`src/rtl/dnn_batch_feeder_if.sv`:
```
// Host-side stream and result handshake of dnn_batch_feeder.
// master = host, slave = feeder.
`timescale 1ns/1ps
interface dnn_batch_feeder_if #(
  parameter int I_W = 5,
  parameter int O_W = 18
);
  logic [I_W-1:0] s_data;
  logic           s_valid;
  logic           s_last;
  logic           s_ready;
  logic [O_W-1:0] res0;
  logic [O_W-1:0] res1;
  logic           res_valid;
  logic           res_err;
  logic           res_ready;

  modport master (
    output s_data, s_valid, s_last, res_ready,
    input  s_ready, res0, res1, res_valid, res_err
  );

  modport slave (
    input  s_data, s_valid, s_last, res_ready,
    output s_ready, res0, res1, res_valid, res_err
  );
endinterface

```
`src/rtl/dnn_batch_feeder.sv`:
```
// Assembles a 28-word batch from the host, replays it to dnn_top on the fixed
// in_ready schedule, then returns out0/out1 (or a timeout flag) to the host.
`timescale 1ns/1ps
module dnn_batch_feeder #(
  parameter int I_W     = 5,
  parameter int O_W     = 18,
  parameter int TIMEOUT = 64
) (
  input  logic                clk,
  input  logic                rst_n,
  dnn_batch_feeder_if.slave   host,
  output logic [4*I_W-1:0]    x_bus,
  output logic [16*I_W-1:0]   w1_bus,
  output logic [8*I_W-1:0]    w2_bus,
  output logic                in_ready,
  input  logic [O_W-1:0]      out0,
  input  logic [O_W-1:0]      out1,
  input  logic                out0_ready,
  input  logic                out1_ready,
  output logic                frame_err,
  output logic [15:0]         batch_cnt
);

  localparam int N_WORDS = 28;
  localparam int TW      = $clog2(TIMEOUT) + 1;

  typedef enum logic [1:0] {LOAD, SEND, WAIT, RESULT} state_t;

  state_t         state, state_nxt;
  logic [I_W-1:0] stage [N_WORDS];
  logic [4:0]     idx;
  logic [2:0]     k;
  logic [TW-1:0]  tcnt;
  logic           got0, got1, s_ready_q, res_err_q, res_valid_c;
  logic [O_W-1:0] res0_q, res1_q;
  logic           accept, last_idx, good_end, bad_end;
  logic           cap_en, cap0, cap1, both, timeout;

  assign host.s_ready   = s_ready_q;
  assign host.res0      = res0_q;
  assign host.res1      = res1_q;
  assign host.res_err   = res_err_q;
  assign host.res_valid = res_valid_c;

  always_comb begin
    accept   = host.s_valid && s_ready_q && (state == LOAD);
    last_idx = (idx == 5'(N_WORDS - 1));
    good_end = accept && host.s_last && last_idx;
    bad_end  = accept && (host.s_last != last_idx);
    // Capture is armed from the first SEND cycle so early results are kept.
    cap_en   = (state == SEND) || (state == WAIT);
    cap0     = cap_en && out0_ready && !got0;
    cap1     = cap_en && out1_ready && !got1;
    both     = (got0 || cap0) && (got1 || cap1);
    timeout  = (state == WAIT) && (tcnt == TW'(TIMEOUT - 1));
  end

  always_ff @(posedge clk or negedge rst_n) begin
    if (!rst_n) state <= LOAD;
    else        state <= state_nxt;
  end

  always_comb begin
    state_nxt = state;
    case (state)
      LOAD:    if (good_end)          state_nxt = SEND;
      SEND:    if (k == 3'd4)         state_nxt = WAIT;
      WAIT:    if (both || timeout)   state_nxt = RESULT;
      RESULT:  if (host.res_ready)    state_nxt = LOAD;
      default:                        state_nxt = LOAD;
    endcase
  end

  always_comb begin
    in_ready    = (state == SEND);
    res_valid_c = (state == RESULT);
  end

  always_ff @(posedge clk or negedge rst_n) begin
    if (!rst_n) begin
      for (int unsigned i = 0; i < N_WORDS; i++) stage[i] <= '0;
      idx       <= '0;
      k         <= '0;
      tcnt      <= '0;
      got0      <= 1'b0;
      got1      <= 1'b0;
      s_ready_q <= 1'b0;
      res_err_q <= 1'b0;
      res0_q    <= '0;
      res1_q    <= '0;
      x_bus     <= '0;
      w1_bus    <= '0;
      w2_bus    <= '0;
      frame_err <= 1'b0;
      batch_cnt <= '0;
    end else begin
      s_ready_q <= (state_nxt == LOAD);
      frame_err <= bad_end;
      if (accept) begin
        idx <= (bad_end || good_end) ? '0 : idx + 5'd1;
        if (!bad_end) stage[idx] <= host.s_data;
      end
      // Buses are registered, so each loads one cycle ahead of its k slot.
      if (good_end) begin
        for (int unsigned i = 0; i < 4; i++) x_bus[i*I_W +: I_W] <= stage[i];
        k         <= '0;
        got0      <= 1'b0;
        got1      <= 1'b0;
        res0_q    <= '0;
        res1_q    <= '0;
        res_err_q <= 1'b0;
      end
      if (state == SEND) begin
        k    <= k + 3'd1;
        tcnt <= '0;
        if (k == 3'd0)
          for (int unsigned i = 0; i < 16; i++) w1_bus[i*I_W +: I_W] <= stage[4+i];
        if (k == 3'd3)
          for (int unsigned i = 0; i < 8; i++) w2_bus[i*I_W +: I_W] <= stage[20+i];
      end
      if (state == WAIT) tcnt <= tcnt + TW'(1);
      if (cap0) begin
        res0_q <= out0;
        got0   <= 1'b1;
      end
      if (cap1) begin
        res1_q <= out1;
        got1   <= 1'b1;
      end
      if ((state == WAIT) && (state_nxt == RESULT)) res_err_q <= !both;
      if ((state == RESULT) && host.res_ready) batch_cnt <= batch_cnt + 16'd1;
    end
  end

endmodule

```
`src/flat_wrapper.sv`:
```
// flat-port wrapper written by rule: the top's interface ports become plain ports
module dnn_batch_feeder_flat 
#(
  parameter int I_W     = 5,
  parameter int O_W     = 18,
  parameter int TIMEOUT = 64
)
  (clk, rst_n, x_bus, w1_bus, w2_bus, in_ready, out0, out1, out0_ready, out1_ready, frame_err, batch_cnt, host_s_data, host_s_valid, host_s_last, host_res_ready, host_s_ready, host_res0, host_res1, host_res_valid, host_res_err);
  dnn_batch_feeder_if #(.I_W(I_W), .O_W(O_W)) host_i ();
  input  logic clk;
  input  logic rst_n;
  output logic [4*I_W-1:0] x_bus;
  output logic [16*I_W-1:0] w1_bus;
  output logic [8*I_W-1:0] w2_bus;
  output logic in_ready;
  input  logic [O_W-1:0] out0;
  input  logic [O_W-1:0] out1;
  input  logic out0_ready;
  input  logic out1_ready;
  output logic frame_err;
  output logic [15:0] batch_cnt;
  input wire logic [$bits(host_i.s_data)-1:0] host_s_data;
  input wire logic [$bits(host_i.s_valid)-1:0] host_s_valid;
  input wire logic [$bits(host_i.s_last)-1:0] host_s_last;
  input wire logic [$bits(host_i.res_ready)-1:0] host_res_ready;
  output wire logic [$bits(host_i.s_ready)-1:0] host_s_ready;
  output wire logic [$bits(host_i.res0)-1:0] host_res0;
  output wire logic [$bits(host_i.res1)-1:0] host_res1;
  output wire logic [$bits(host_i.res_valid)-1:0] host_res_valid;
  output wire logic [$bits(host_i.res_err)-1:0] host_res_err;
  assign host_i.s_data = host_s_data;
  assign host_i.s_valid = host_s_valid;
  assign host_i.s_last = host_s_last;
  assign host_i.res_ready = host_res_ready;
  assign host_s_ready = host_i.s_ready;
  assign host_res0 = host_i.res0;
  assign host_res1 = host_i.res1;
  assign host_res_valid = host_i.res_valid;
  assign host_res_err = host_i.res_err;
  dnn_batch_feeder #(.I_W(I_W), .O_W(O_W), .TIMEOUT(TIMEOUT)) u_core (.clk(clk), .rst_n(rst_n), .host(host_i), .x_bus(x_bus), .w1_bus(w1_bus), .w2_bus(w2_bus), .in_ready(in_ready), .out0(out0), .out1(out1), .out0_ready(out0_ready), .out1_ready(out1_ready), .frame_err(frame_err), .batch_cnt(batch_cnt));
endmodule
```
`config.mk`:
```
export PLATFORM = sky130hd
export DESIGN_NAME = dnn_batch_feeder_flat
export DESIGN_NICKNAME = d
export VERILOG_FILES = /design/src/rtl/dnn_batch_feeder_if.sv /design/src/rtl/dnn_batch_feeder.sv /design/src/flat_wrapper.sv
export SDC_FILE = /design/constraint.sdc
export NUM_CORES = 1
export LEC_CHECK = 0
export BUFFER_PORTS_ARGS = -buffer_cell sky130_fd_sc_hd__clkbuf_2
export CAP_MARGIN = 5
export CORE_AREA = 10 10 268 193
export DETAILED_ROUTE_END_ITERATION = 10
export DIE_AREA = 0 0 278 203
export HOLD_SLACK_MARGIN = 0.12
export PLACE_DENSITY_LB_ADDON = 0.08
export SLEW_MARGIN = 10
export SYNTH_ARGS = -nofsm -noshare
export SYNTH_HDL_FRONTEND = slang
export SYNTH_SLANG_ARGS = --single-unit
```
`constraint.sdc`:
```
create_clock -name clk -period 2.5 [get_ports clk]
set_input_delay 0.625 -clock clk [delete_from_list [all_inputs] [get_ports clk]]
set_output_delay 0.625 -clock clk [all_outputs]
set_load 0.03 [all_outputs]
```
==> results by group, run 1 <==
Logic synthesis
  • EDFF count, synth: 0
  • Top cell types by occurrence after synthesis: sky130_fd_sc_hd__dfrtp_1, sky130_fd_sc_hd__mux2_2, sky130_fd_sc_hd__nand2_1
  • Syn avg cell area: 13.4 um^2
  • Library cell occupying the most area in the post-synthesis netlist: sky130_fd_sc_hd__dfrtp_1
  • Cell area after technology mapping: 13800 um^2
  • Post-Syn Instances: 1034
  • Yosys Warn Count: 0
  • Cell types occupying the most area after synthesis: sky130_fd_sc_hd__dfrtp_1, sky130_fd_sc_hd__mux2_2, sky130_fd_sc_hd__nand2_1, sky130_fd_sc_hd__o21ai_0, sky130_fd_sc_hd__ha_1
  • Dominant cell by count in the synthesized netlist: sky130_fd_sc_hd__dfrtp_1
  • Most used DFF post-synth: sky130_fd_sc_hd__dfrtp_1
  • Number of unique standard cell types used by synthesis: 43
  • Synth async-reset ratio: 100%
  • Synth top area share: 64.0%
  • Sequential-to-total area share from yosys stat: 64.0%
  • Number of synthesized register bits: 354
  • Post-Syn Nets: 1096

STA
  • Hold_ws: 301 ps
  • Total count of hold-check failures in the final report: 0
  • Max Clk Rate: 420 MHz
  • Transition at the pin with the smallest max-transition slack: 905 ps
  • Worst relative slew slack: 39.6%
  • Final TNS setup: 0 ps
  • Clock tree skew after final layout: 14.9 ps
  • Final number of setup-violating endpoints: 0
  • Setup repair after global routing missed its margin: false
  • Clock period minus worst slack: 2380 ps
  • Total count of max-transition violations in the final report: 0
  • Final period utilization: 95.3%

Floorplan
  • Horizontal die dimension: 278 um
  • Effective utilization at floorplan: 29.9%
  • Number of top-level pins: 245
  • Chip Height: 203 um
  • Die Area: 56400 um^2
  • CORE AREA: 46200 um^2
  • Number of rows created at floorplan: 66

Power and ir drop
  • Leakage power figure: 9.15 nW
  • Cell Int Power: 11.4 mW
  • Switching part of the total: 29.6%
  • Worst vdd ir: 0.000475 V
  • Switching Power: 4.78 mW
  • Relative contribution of sequential cells to total power: 43.7%
  • Power density over cell area: 924 nW/um^2
  • Comb pwr share: 19.2%
  • Total Power Consumption: 16.1 mW
  • Clock network fraction of design power: 37.1%

Finish
  • Area of the multi-input gates: 4770 um^2
  • Filler cells: 4546
  • Area growth from synthesis to layout: 26.2%
  • Ratio of cells with drive above 1 in the final layout: 45.9%
  • Net count of the finished layout: 1369
  • Finished Layout Cells: 1946
  • Sequential standard cell area: 8860 um^2

Critical path
  • Register-to-register setup slack: 180 ps
  • Startpoint Class: flip-flop
  • Critical path depth: 3
  • Buf+Inv Stages, Crit Path: 2
  • Category of the most critical setup path: reg -> out
  • Start point of the critical path: u_core.state[1]
  • CP Data Required Time: 1880 ps
  • Slowest-stage cell, CP: sky130_fd_sc_hd__dfrtp_1
  • Worst r2r path cells: 6
  • Reg2Reg Launch Point: u_core.idx[1]
  • Destination of the worst register-to-register timing path: u_core.stage[69]
  • Maximum fanout count along the critical path: 7
  • Crit-path cells: inv_1 > ha_1 > clkbuf_2
  • Critical path capture point type: primary output
  • Worst Path Arrival: 1760 ps
  • Kind of cell with the highest combined delay on the critical path: buffers and inverters
  • Critical Path End: in_ready
  • Max incr delay on CP: 410 ps

Routing
  • DRC Markers: 0
  • Final wirelength: 38200 um
  • Via density: 4.51
  • Number of DRC violations after detailed-routing iteration 0: 413
  • Total number of vias: 8768
  • DR pass1 iterations: 4
  • Wirelength per Cell: 19.6 um
  • DRT antenna net count: 0

Clock network
  • Largest buffer count on any clock path: 3
  • Number of clock sinks seen by CTS: 354
  • Root buf cell: sky130_fd_sc_hd__clkbuf_16
  • TritonCTS clock tree: yes
  • Worst skew pair latency: 540 ps
  • CTS H-tree lvls: 2
  • Setup bufs post-CTS: 0
  • CTS Buf Count: 39
  • Post-CTS clock slew at the launch and capture registers of the worst setup and hold paths: 60 ps

Placed design
  • Port Buf Inserts: 244
  • Post-DP HPWL: 26300 um
  • Placed Instances: 1877
  • Weighted congestion reported at the end of routability-driven placement: 0.738

Global route
  • Via count of the first global-routing pass: 9354
  • Wire length of the first global-routing pass: 59300 um
  • Remaining global-route overflow: 0
  • Number of antenna violations at the first check in global routing: 1
  • Pin count of the biggest net entering global routing: 74
  • Aggregate global-route resource usage: 13.4%

Status
  • Outcome: complete, no violations

Min path
  • Class of the worst hold path: in -> reg

Run
  • Maximum Capacitance Violations: 0
kinds of logic after synthesis:
kind of cell / share of synthesized area (%)
AO/OA/AOI/OAI: 2.89
XOR/XNOR: 1.01
adder cells (fa/ha/maj): 1.27
buffers and inverters: 1.81
flip-flops: 64.0
multiplexers: 20.9
AND/OR/NAND/NOR: 8.13
power groups by stage:
| stage | registers, mW | logic, mW | clock network, mW |
|---|---|---|---|
| detailed placement | 7.16 | 3.18 | 0 |
| finish | 7.05 | 3.10 | 5.98 |
| floorplan | 7.90 | 1.11 | 0 |
| global placement | 7.14 | 3.16 | 0 |
| CTS | 7.06 | 3.18 | 6.21 |
| global route | 7.17 | 3.39 | 6.43 |
per-stage QoR:
stage / instance area (um^2) / util [%] / setup slack, ps
5_1_grt: 17500 / 37.8 / 34.0
2_1_floorplan: 13800 / - / 220
3_3_place_gp: 16100 / 34.8 / 194
3_5_place_dp: 16100 / 34.8 / 157
4_1_cts: 17500 / 37.7 / 71.2
6_report: 17500 / 37.8 / 118
layout make-up:
type,instances,area share (%)
Clock buffer,57,6.73
Sequential cell,354,50.7
Tap cell,612,4.38
Antenna cell,1,0.0143
Timing Repair Buffer,287,9.70
Clock inverter,10,0.888
Inverter,11,0.236
Multi-Input combinational cell,614,27.3
tightest hold or removal path, stage by stage:
cell,delay (ps)
sky130_fd_sc_hd__clkbuf_2,70
sky130_fd_sc_hd__nand2_1,30
sky130_fd_sc_hd__o21ai_0,50
worst min path at each step:
| stage | startpoint | end | slack, ps | cells after the start |
|---|---|---|---|---|
| final | out0[11] | u_core.host.res0[11] | 300 | 3 |
| after global routing | out1[4] | u_core.host.res1[4] | 290 | 3 |
| after CTS | out0[11] | u_core.host.res0[11] | 270 | 3 |
| after detailed placement | u_core.stage[132] | u_core.x_bus[7] | 450 | 2 |
| after global placement | u_core.stage[125] | u_core.x_bus[10] | 450 | 2 |
| after floorplan | rst_n | u_core.batch_cnt[0] | 330 | 0 |
layout by cell type, fill, tap and decap left out, drive strengths merged, types with 3 or more instances in the layout:
master    n
a21o      3
bufinv    4
inv      11
nor2b     6
nand3    23
xnor2    13
buf      43
nand2   186
ha       14
clkinv    4
nor2     11
o31ai     3
xor2      3
dfrtp   354
clkbuf  300
mux2    256
o21ai    52
nand4     5
and3     12
per-layer routing:
layer / wire, um / GRT usage (%) / up-vias
li1: - / - / 4093
met1: 17600 / 17.6 / 4461
met2: 17900 / 21.5 / 166
met3: 2180 / 3.79 / 48
met4: 627 / 3.20 / 0
met5: 0 / 0 / -
state kept, by name (all words and copies together) (netlist names):
signal / flops
u_core.host.res_err: 1
u_core.x_bus: 20
u_core.got1: 1
u_core.w2_bus: 40
u_core.k: 3
u_core.host.s_ready: 1
u_core.state: 2
u_core.frame_err: 1
u_core.idx: 5
u_core.host.res1: 18
u_core.host.res0: 18
u_core.tcnt: 7
u_core.w1_bus: 80
u_core.batch_cnt: 16
u_core.got0: 1
u_core.stage: 140
what timing repair did:
action	CTS	global route
hold buffers	1	0
hold endpoints to repair	39	0
resized for setup	0	1
endpoints found under the setup margin	0	5
No activity file was read; power rests on OpenSTA's default activity.
==> run 2: changes to the inputs <==
--- a/config.mk
+++ b/config.mk
@@ -7,11 +7,12 @@
 export LEC_CHECK = 0
 export BUFFER_PORTS_ARGS = -buffer_cell sky130_fd_sc_hd__clkbuf_2
 export CAP_MARGIN = 5
-export CORE_AREA = 10 10 268 193
+export CORE_AREA = 10 10 210 153
 export DETAILED_ROUTE_END_ITERATION = 10
-export DIE_AREA = 0 0 278 203
+export DIE_AREA = 0 0 220 163
 export HOLD_SLACK_MARGIN = 0.12
 export PLACE_DENSITY_LB_ADDON = 0.08
+export REMOVE_ABC_BUFFERS = 1
 export SLEW_MARGIN = 10
 export SYNTH_ARGS = -nofsm -noshare
 export SYNTH_HDL_FRONTEND = slang
==> run 2 against run 1 <==
Compared with the run above: power is 5.1% lower; final cell count is 13% lower; via count is 0.59% lower; sequential cell count stayed put; clock skew hardly changed; die area is 36% lower; critical path type is now reg -> reg; critical endpoint is now u_core.stage[65].
==> results by group, run 2 (same netlist as run 1, synthesis figures left out) <==
Status
  • Outcome: complete, no violations (unchanged)

STA
  • Final TNS setup: 0 ps (unchanged)
  • Setup repair after global routing missed its margin: true (was false)
  • Worst relative slew slack: 40.3% (was 39.6%)
  • Hold_ws: 312 ps (was 301 ps)
  • Total count of max-transition violations in the final report: 0 (unchanged)
  • Max Clk Rate: 422 MHz (was 420 MHz)
  • Final period utilization: 94.8% (was 95.3%)
  • Final number of setup-violating endpoints: 0 (unchanged)
  • Transition at the pin with the smallest max-transition slack: 895 ps (was 905 ps)
  • Clock tree skew after final layout: 15.2 ps (was 14.9 ps)
  • Total count of hold-check failures in the final report: 0 (unchanged)
  • Clock period minus worst slack: 2370 ps (was 2380 ps)

Finish
  • Area growth from synthesis to layout: 22.0% (was 26.2%)
  • Filler cells: 2364 (was 4546)
  • Largest Register: u_core.stage (unchanged)
  • Net count of the finished layout: 1359 (was 1369)
  • Most common cell after layout, fill and taps aside: sky130_fd_sc_hd__dfrtp_1 (unchanged)
  • Final design area excluding fillers: 16900 um^2 (was 17500 um^2)
  • Commonest cells after routing, fill and taps aside: sky130_fd_sc_hd__dfrtp_1, sky130_fd_sc_hd__mux2_2, sky130_fd_sc_hd__clkbuf_2 (unchanged)
  • Flip-flop count of the largest register, all copies and words added: 140 (unchanged)
  • Regs by FF count: u_core.stage x140, u_core.w1_bus x80, u_core.w2_bus x40 (unchanged)
  • Ratio of cells with drive above 1 in the final layout: 45.4% (was 45.9%)

Critical path
  • Worst r2r path cells: 6 (unchanged)
  • CP Data Required Time: 2890 ps (was 1880 ps)
  • Startpoint Class: flip-flop (unchanged)
  • Worst Path Arrival: 2760 ps (was 1760 ps)
  • Maximum fanout count along the critical path: 5 (was 7)
  • Critical path capture point type: flip-flop (was primary output)
  • Category of the most critical setup path: reg -> reg (was reg -> out)

Floorplan
  • CORE AREA: 28200 um^2 (was 46200 um^2)
  • Horizontal die dimension: 220 um (was 278 um)
  • Chip Height: 163 um (was 203 um)
  • Die Area: 35900 um^2 (was 56400 um^2)
  • Number of top-level pins: 245 (unchanged)
  • Number of rows created at floorplan: 52 (was 66)
  • Effective utilization at floorplan: 49.0% (was 29.9%)

Power and ir drop
  • Worst vdd ir: 0.000524 V (was 0.000475 V)
  • Total Power Consumption: 15.3 mW (was 16.1 mW)
  • Leakage power figure: 9.01 nW (was 9.15 nW)
  • Power density over cell area: 906 nW/um^2 (was 924 nW/um^2)

Clock network
  • Post-cts gate resize count: 0 (unchanged)
  • TritonCTS clock tree: yes (unchanged)
  • Post-CTS clock slew at the launch and capture registers of the worst setup and hold paths: 60 ps (about the same)
  • Number of clock sinks seen by CTS: 354 (unchanged)
  • CTS Buf Count: 36 (was 39)
  • Worst skew pair latency: 510 ps (was 540 ps)
  • CTS H-tree lvls: 2 (unchanged)
  • Setup bufs post-CTS: 0 (unchanged)
  • Largest buffer count on any clock path: 3 (unchanged)
  • Root buf cell: sky130_fd_sc_hd__clkbuf_16 (unchanged)

Global route
  • Pin count of the biggest net entering global routing: 57 (was 74)
  • Via count of the first global-routing pass: 8933 (was 9354)
  • Aggregate global-route resource usage: 18.5% (was 13.4%)
  • Remaining global-route overflow: 0 (unchanged)
  • Number of antenna violations at the first check in global routing: 2 (was 1)
  • Wire length of the first global-routing pass: 52300 um (was 59300 um)

Run
  • Maximum Capacitance Violations: 0 (unchanged)

Placed design
  • Cell area after placement: 15700 um^2 (was 16100 um^2)
  • Weighted congestion reported at the end of routability-driven placement: 0.785 (was 0.738)
  • Post-DP HPWL: 22700 um (was 26300 um)
  • Port Buf Inserts: 244 (unchanged)

Routing
  • Final wirelength: 33100 um (was 38200 um)
  • Total number of vias: 8716 (was 8768)
  • DRT antenna net count: 0 (unchanged)
  • Wirelength per Cell: 19.5 um (was 19.6 um)
  • Via density: 5.13 (was 4.51)
  • DRC Markers: 0 (unchanged)
  • Number of DRC violations after detailed-routing iteration 0: 444 (was 413)
  • DR pass1 iterations: 5 (was 4)

Min path
  • Hold Path Depth: 3 (unchanged)
  • Class of the worst hold path: in -> reg (unchanged)
-- run 2: timing repair --
action,in CTS,in global routing
endpoints found under the setup margin,0,11
hold endpoints to repair,43,0
hold buffers,1,0
-- run 2: through the flow --
step           instances  utilization (%)  setup slack (ps)
2_1_floorplan        979                -             -1390
3_3_place_gp        1636             55.7               137
3_5_place_dp        1636             55.7               124
4_1_cts             1696             59.8               112
5_1_grt             1696             59.8             -46.7
6_report            1698             59.8               130
-- run 2: worst paths after layout --
path	from	slack (ps)	endpoint
max	u_core.idx[1]	130	u_core.stage[65]
min	out1[5]	310	u_core.host.res1[5]
max reg2reg	u_core.idx[1]	130	u_core.stage[65]
min reg2reg	u_core.stage[138]	460	u_core.x_bus[3]
max in group asynchronous	rst_n	1030	u_core.w1_bus[53]
min in group asynchronous	rst_n	640	u_core.host.res0[2]
-- run 2: power by group --
group,leakage [nW],total (mW),switching (mW),internal (mW)
Clock,0.569,5.22,2.10,3.12
Combinational,3.61,3.01,1.94,1.07
Sequential,4.83,7.07,0.488,6.58
-- run 2: critical path: stages, from the launching register on --
cell,delay (ps)
sky130_fd_sc_hd__dfrtp_1,410
sky130_fd_sc_hd__ha_1,250
sky130_fd_sc_hd__and4b_4,240
sky130_fd_sc_hd__xnor2_1,250
sky130_fd_sc_hd__nand4_1,240
sky130_fd_sc_hd__nor3b_2,470
sky130_fd_sc_hd__mux2_2,390
-- run 2: routing by layer --
| metal | global-route usage, % | share of wire [%] | wire length, um | vias up |
|---|---|---|---|---|
| met3 | 4.32 | 5.6 | 1860 | 32 |
| met4 | 3.85 | 1.1 | 362 | 2 |
| met5 | 0 | 0.048 | 16 | - |
| met1 | 26.3 | 48 | 15800 | 4456 |
| li1 | - | - | - | 4064 |
| met2 | 28.3 | 45 | 15000 | 162 |
-- run 2: cell type report --
| cell class | instances | area, um^2 | share of cell area, % |
|---|---|---|---|
| flip-flops and latches | 354 | 8860 | 52.4 |
| diodes | 2 | 5.00 | 0.0296 |
| inverters | 11 | 41.3 | 0.244 |
| clock inverters | 4 | 45.0 | 0.267 |
| clock buffers | 55 | 1100 | 6.53 |
| well taps | 378 | 473 | 2.80 |
| multi-input cells | 614 | 4770 | 28.3 |
| repair buffers | 280 | 1590 | 9.42 |
==> run 3: changes to the inputs <==
==> constraint.sdc (replaced) <==
create_clock -name clk -period 2 [get_ports clk]
set_input_delay 0.5 -clock clk [delete_from_list [all_inputs] [get_ports clk]]
set_output_delay 0.5 -clock clk [all_outputs]
set_load 0.03 [all_outputs]
==> run 3 against run 2 <==
Compared with the run above: the flow now finishes with violations (setup timing); routed wire length is 2.4% higher; global-route usage is 0.47 points higher; hold slack worse by 130 ps; die area stayed put; critical path type unchanged; critical path depth is 2 higher; first-iteration DRC count is 5.0% lower; cell area is 3.9% higher; combinational power is 37% higher; clock power is 29% higher; power is 28% higher; sequential cell count stayed put.
==> results by group, run 3 (same netlist as run 1, synthesis figures left out) <==
Status
  • Outcome: finished with violations (was complete, no violations)
  • Violations in the final reports: setup timing

Finish
  • Net count of the finished layout: 1394 (was 1359)
  • Post-layout util: 62.1% (was 59.8%)
  • Largest Register: u_core.stage (unchanged)
  • Antenna cell count: 0 (was 2)
  • Most common cell after layout, fill and taps aside: sky130_fd_sc_hd__dfrtp_1 (unchanged)
  • Ratio of cells with drive above 1 in the final layout: 49.5% (was 45.4%)
  • Commonest cells after routing, fill and taps aside: sky130_fd_sc_hd__dfrtp_1, sky130_fd_sc_hd__mux2_2, sky130_fd_sc_hd__clkbuf_2 (unchanged)
  • Flip-flop count of the largest register, all copies and words added: 140 (unchanged)
  • Finished Layout Cells: 1734 (was 1698)
  • Regs by FF count: u_core.stage x140, u_core.w1_bus x80, u_core.w2_bus x40 (unchanged)
  • Area growth from synthesis to layout: 26.7% (was 22.0%)

Floorplan
  • CORE AREA: 28200 um^2 (unchanged)
  • Horizontal die dimension: 220 um (unchanged)
  • Chip Height: 163 um (unchanged)
  • Number of top-level pins: 245 (unchanged)
  • Effective utilization at floorplan: 49.0% (unchanged)
  • Number of rows created at floorplan: 52 (unchanged)
  • Die Area: 35900 um^2 (unchanged)

Power and ir drop
  • Switching Power: 5.85 mW (was 4.53 mW)
  • Relative contribution of sequential cells to total power: 44.9% (was 46.2%)
  • Comb pwr share: 21.0% (was 19.7%)
  • Switching part of the total: 29.8% (was 29.6%)
  • Power density over cell area: 1120 nW/um^2 (was 906 nW/um^2)
  • Worst vdd ir: 0.000708 V (was 0.000524 V)
  • Leakage power figure: 9.28 nW (was 9.01 nW)
  • Clock network fraction of design power: 34.1% (about the same)
  • Cell Int Power: 13.8 mW (was 10.8 mW)

STA
  • Worst relative slew slack: 41.3% (was 40.3%)
  • Clock tree skew after final layout: 17.4 ps (was 15.2 ps)
  • Max Clk Rate: 486 MHz (was 422 MHz)
  • Post-layout worst setup margin: -56.3 ps (was 130 ps)
  • Final period utilization: 103% (was 94.8%)
  • Transition at the pin with the smallest max-transition slack: 881 ps (was 895 ps)
  • Final number of setup-violating endpoints: 6 (was 0)
  • Total count of hold-check failures in the final report: 0 (unchanged)
  • Clock period minus worst slack: 2060 ps (was 2370 ps)
  • Setup repair after global routing missed its margin: true (unchanged)
  • Total count of max-transition violations in the final report: 0 (unchanged)

Critical path
  • Category of the most critical setup path: reg -> reg (unchanged)
  • CP Data Required Time: 2390 ps (was 2890 ps)
  • Start point of the critical path: u_core.idx[0] (was u_core.idx[1])
  • Critical path capture point type: flip-flop (unchanged)
  • Maximum fanout count along the critical path: 5 (unchanged)
  • Critical Path End: u_core.stage[66] (was u_core.stage[65])
  • Reg2Reg Launch Point: u_core.idx[0] (was u_core.idx[1])
  • Worst Path Arrival: 2450 ps (was 2760 ps)
  • Worst r2r path cells: 8 (was 6)
  • Destination of the worst register-to-register timing path: u_core.stage[66] (was u_core.stage[65])
  • Register-to-register setup slack: -60 ps (was 130 ps)
  • Startpoint Class: flip-flop (unchanged)

Clock network
  • TritonCTS clock tree: yes (unchanged)
  • Root buf cell: sky130_fd_sc_hd__clkbuf_16 (unchanged)
  • Largest buffer count on any clock path: 3 (unchanged)
  • Worst skew pair latency: 520 ps (was 510 ps)
  • CTS Buf Count: 35 (was 36)
  • Number of clock sinks seen by CTS: 354 (unchanged)
  • Post-CTS clock slew at the launch and capture registers of the worst setup and hold paths: 60 ps (about the same)
  • CTS H-tree lvls: 2 (unchanged)

Placed design
  • Placed Instances: 1665 (was 1636)
  • Post-DP HPWL: 22900 um (was 22700 um)
  • Port Buf Inserts: 244 (unchanged)
  • Weighted congestion reported at the end of routability-driven placement: 0.813 (was 0.785)

Routing
  • DR pass1 iterations: 4 (was 5)
  • DRT antenna net count: 0 (unchanged)
  • Final wirelength: 33900 um (was 33100 um)
  • Total number of vias: 8835 (was 8716)
  • Wirelength per Cell: 19.6 um (was 19.5 um)
  • DRC Markers: 0 (unchanged)
  • Via density: 5.10 (was 5.13)
  • Number of DRC violations after detailed-routing iteration 0: 422 (was 444)

Global route
  • Number of antenna violations at the first check in global routing: 2 (unchanged)
  • Via count of the first global-routing pass: 9236 (was 8933)
  • Aggregate global-route resource usage: 18.9% (was 18.5%)
  • Pin count of the biggest net entering global routing: 68 (was 57)
  • Wire length of the first global-routing pass: 53700 um (was 52300 um)
  • Remaining global-route overflow: 0 (unchanged)

Run
  • Maximum Capacitance Violations: 0 (unchanged)

Min path
  • Class of the worst hold path: in -> reg (unchanged)
==> run 3: how the worst min path moves through the flow <==
stage          cells past startpoint      from              endpoint  slack (ps)
5_1_grt                            3  out1[15]  u_core.host.res1[15]         180
4_1_cts                            3   out1[0]   u_core.host.res1[0]         160
3_5_place_dp                       1     rst_n   u_core.host.res0[2]         380
6_report                           3   out1[0]   u_core.host.res1[0]         180
2_1_floorplan                      0     rst_n   u_core.batch_cnt[0]         200
3_3_place_gp                       1     rst_n   u_core.host.res0[2]         380
==> run 3: power by group through the flow <==
stage | logic (mW) | clock network (mW) | registers, mW
after floorplan | 1.34 | 0 | 9.88
after global placement | 3.96 | 0 | 8.91
after detailed placement | 4.02 | 0 | 8.96
after CTS | 4.09 | 6.89 | 8.83
after global routing | 4.48 | 7.18 | 8.97
final | 4.12 | 6.71 | 8.84
==> run 3: layer usage <==
layer	vias up	routed length, um	GRT usage (%)
met4	2	442	4.16
met5	-	12	0
met2	159	15400	28.7
li1	4139	-	-
met1	4489	16200	27.2
met3	46	1870	4.51
==> run 3: metrics by stage <==
step | instance area, um^2 | hold slack (ps) | setup TNS (ps) | worst slack [ps] | power, mW
2_1_floorplan | 13600 | 204 | -208930 | -1890 | 11.2
3_3_place_gp | 16000 | 375 | -2610 | -129 | 12.9
3_5_place_dp | 16000 | 378 | -4970 | -165 | 13.0
4_1_cts | 17400 | 160 | -273 | -53.1 | 19.8
5_1_grt | 17500 | 183 | -5050 | -175 | 20.6
6_report | 17500 | 182 | -262 | -56.3 | 19.7
==> run 3: final cells by class <==
class	instances	area [um^2]
tap	378	473
inverter	11	41.3
sequential	354	8860
clock inverter	10	130
timing repair buffer	316	2010
multi-input combinational	614	4990
fill	2291	10700
clock buffer	51	1050
==> run 3: critical path, stage by stage (launching register included) <==
cell,delay [ps]
sky130_fd_sc_hd__dfrtp_1,380
sky130_fd_sc_hd__ha_2,190
sky130_fd_sc_hd__and4b_4,190
sky130_fd_sc_hd__xnor2_2,160
sky130_fd_sc_hd__buf_4,140
sky130_fd_sc_hd__nand4_1,170
sky130_fd_sc_hd__nor3b_2,220
sky130_fd_sc_hd__buf_4,180
sky130_fd_sc_hd__mux2_4,310
==> run 3: what timing repair did <==
item                                   in CTS  in global routing
hold buffers                                1                  0
endpoints found under the hold margin      21                  0
gates resized for setup                    32                 38
pin swaps                                   5                  7
setup endpoints to repair                  63                134
buffers inserted                            1                  6
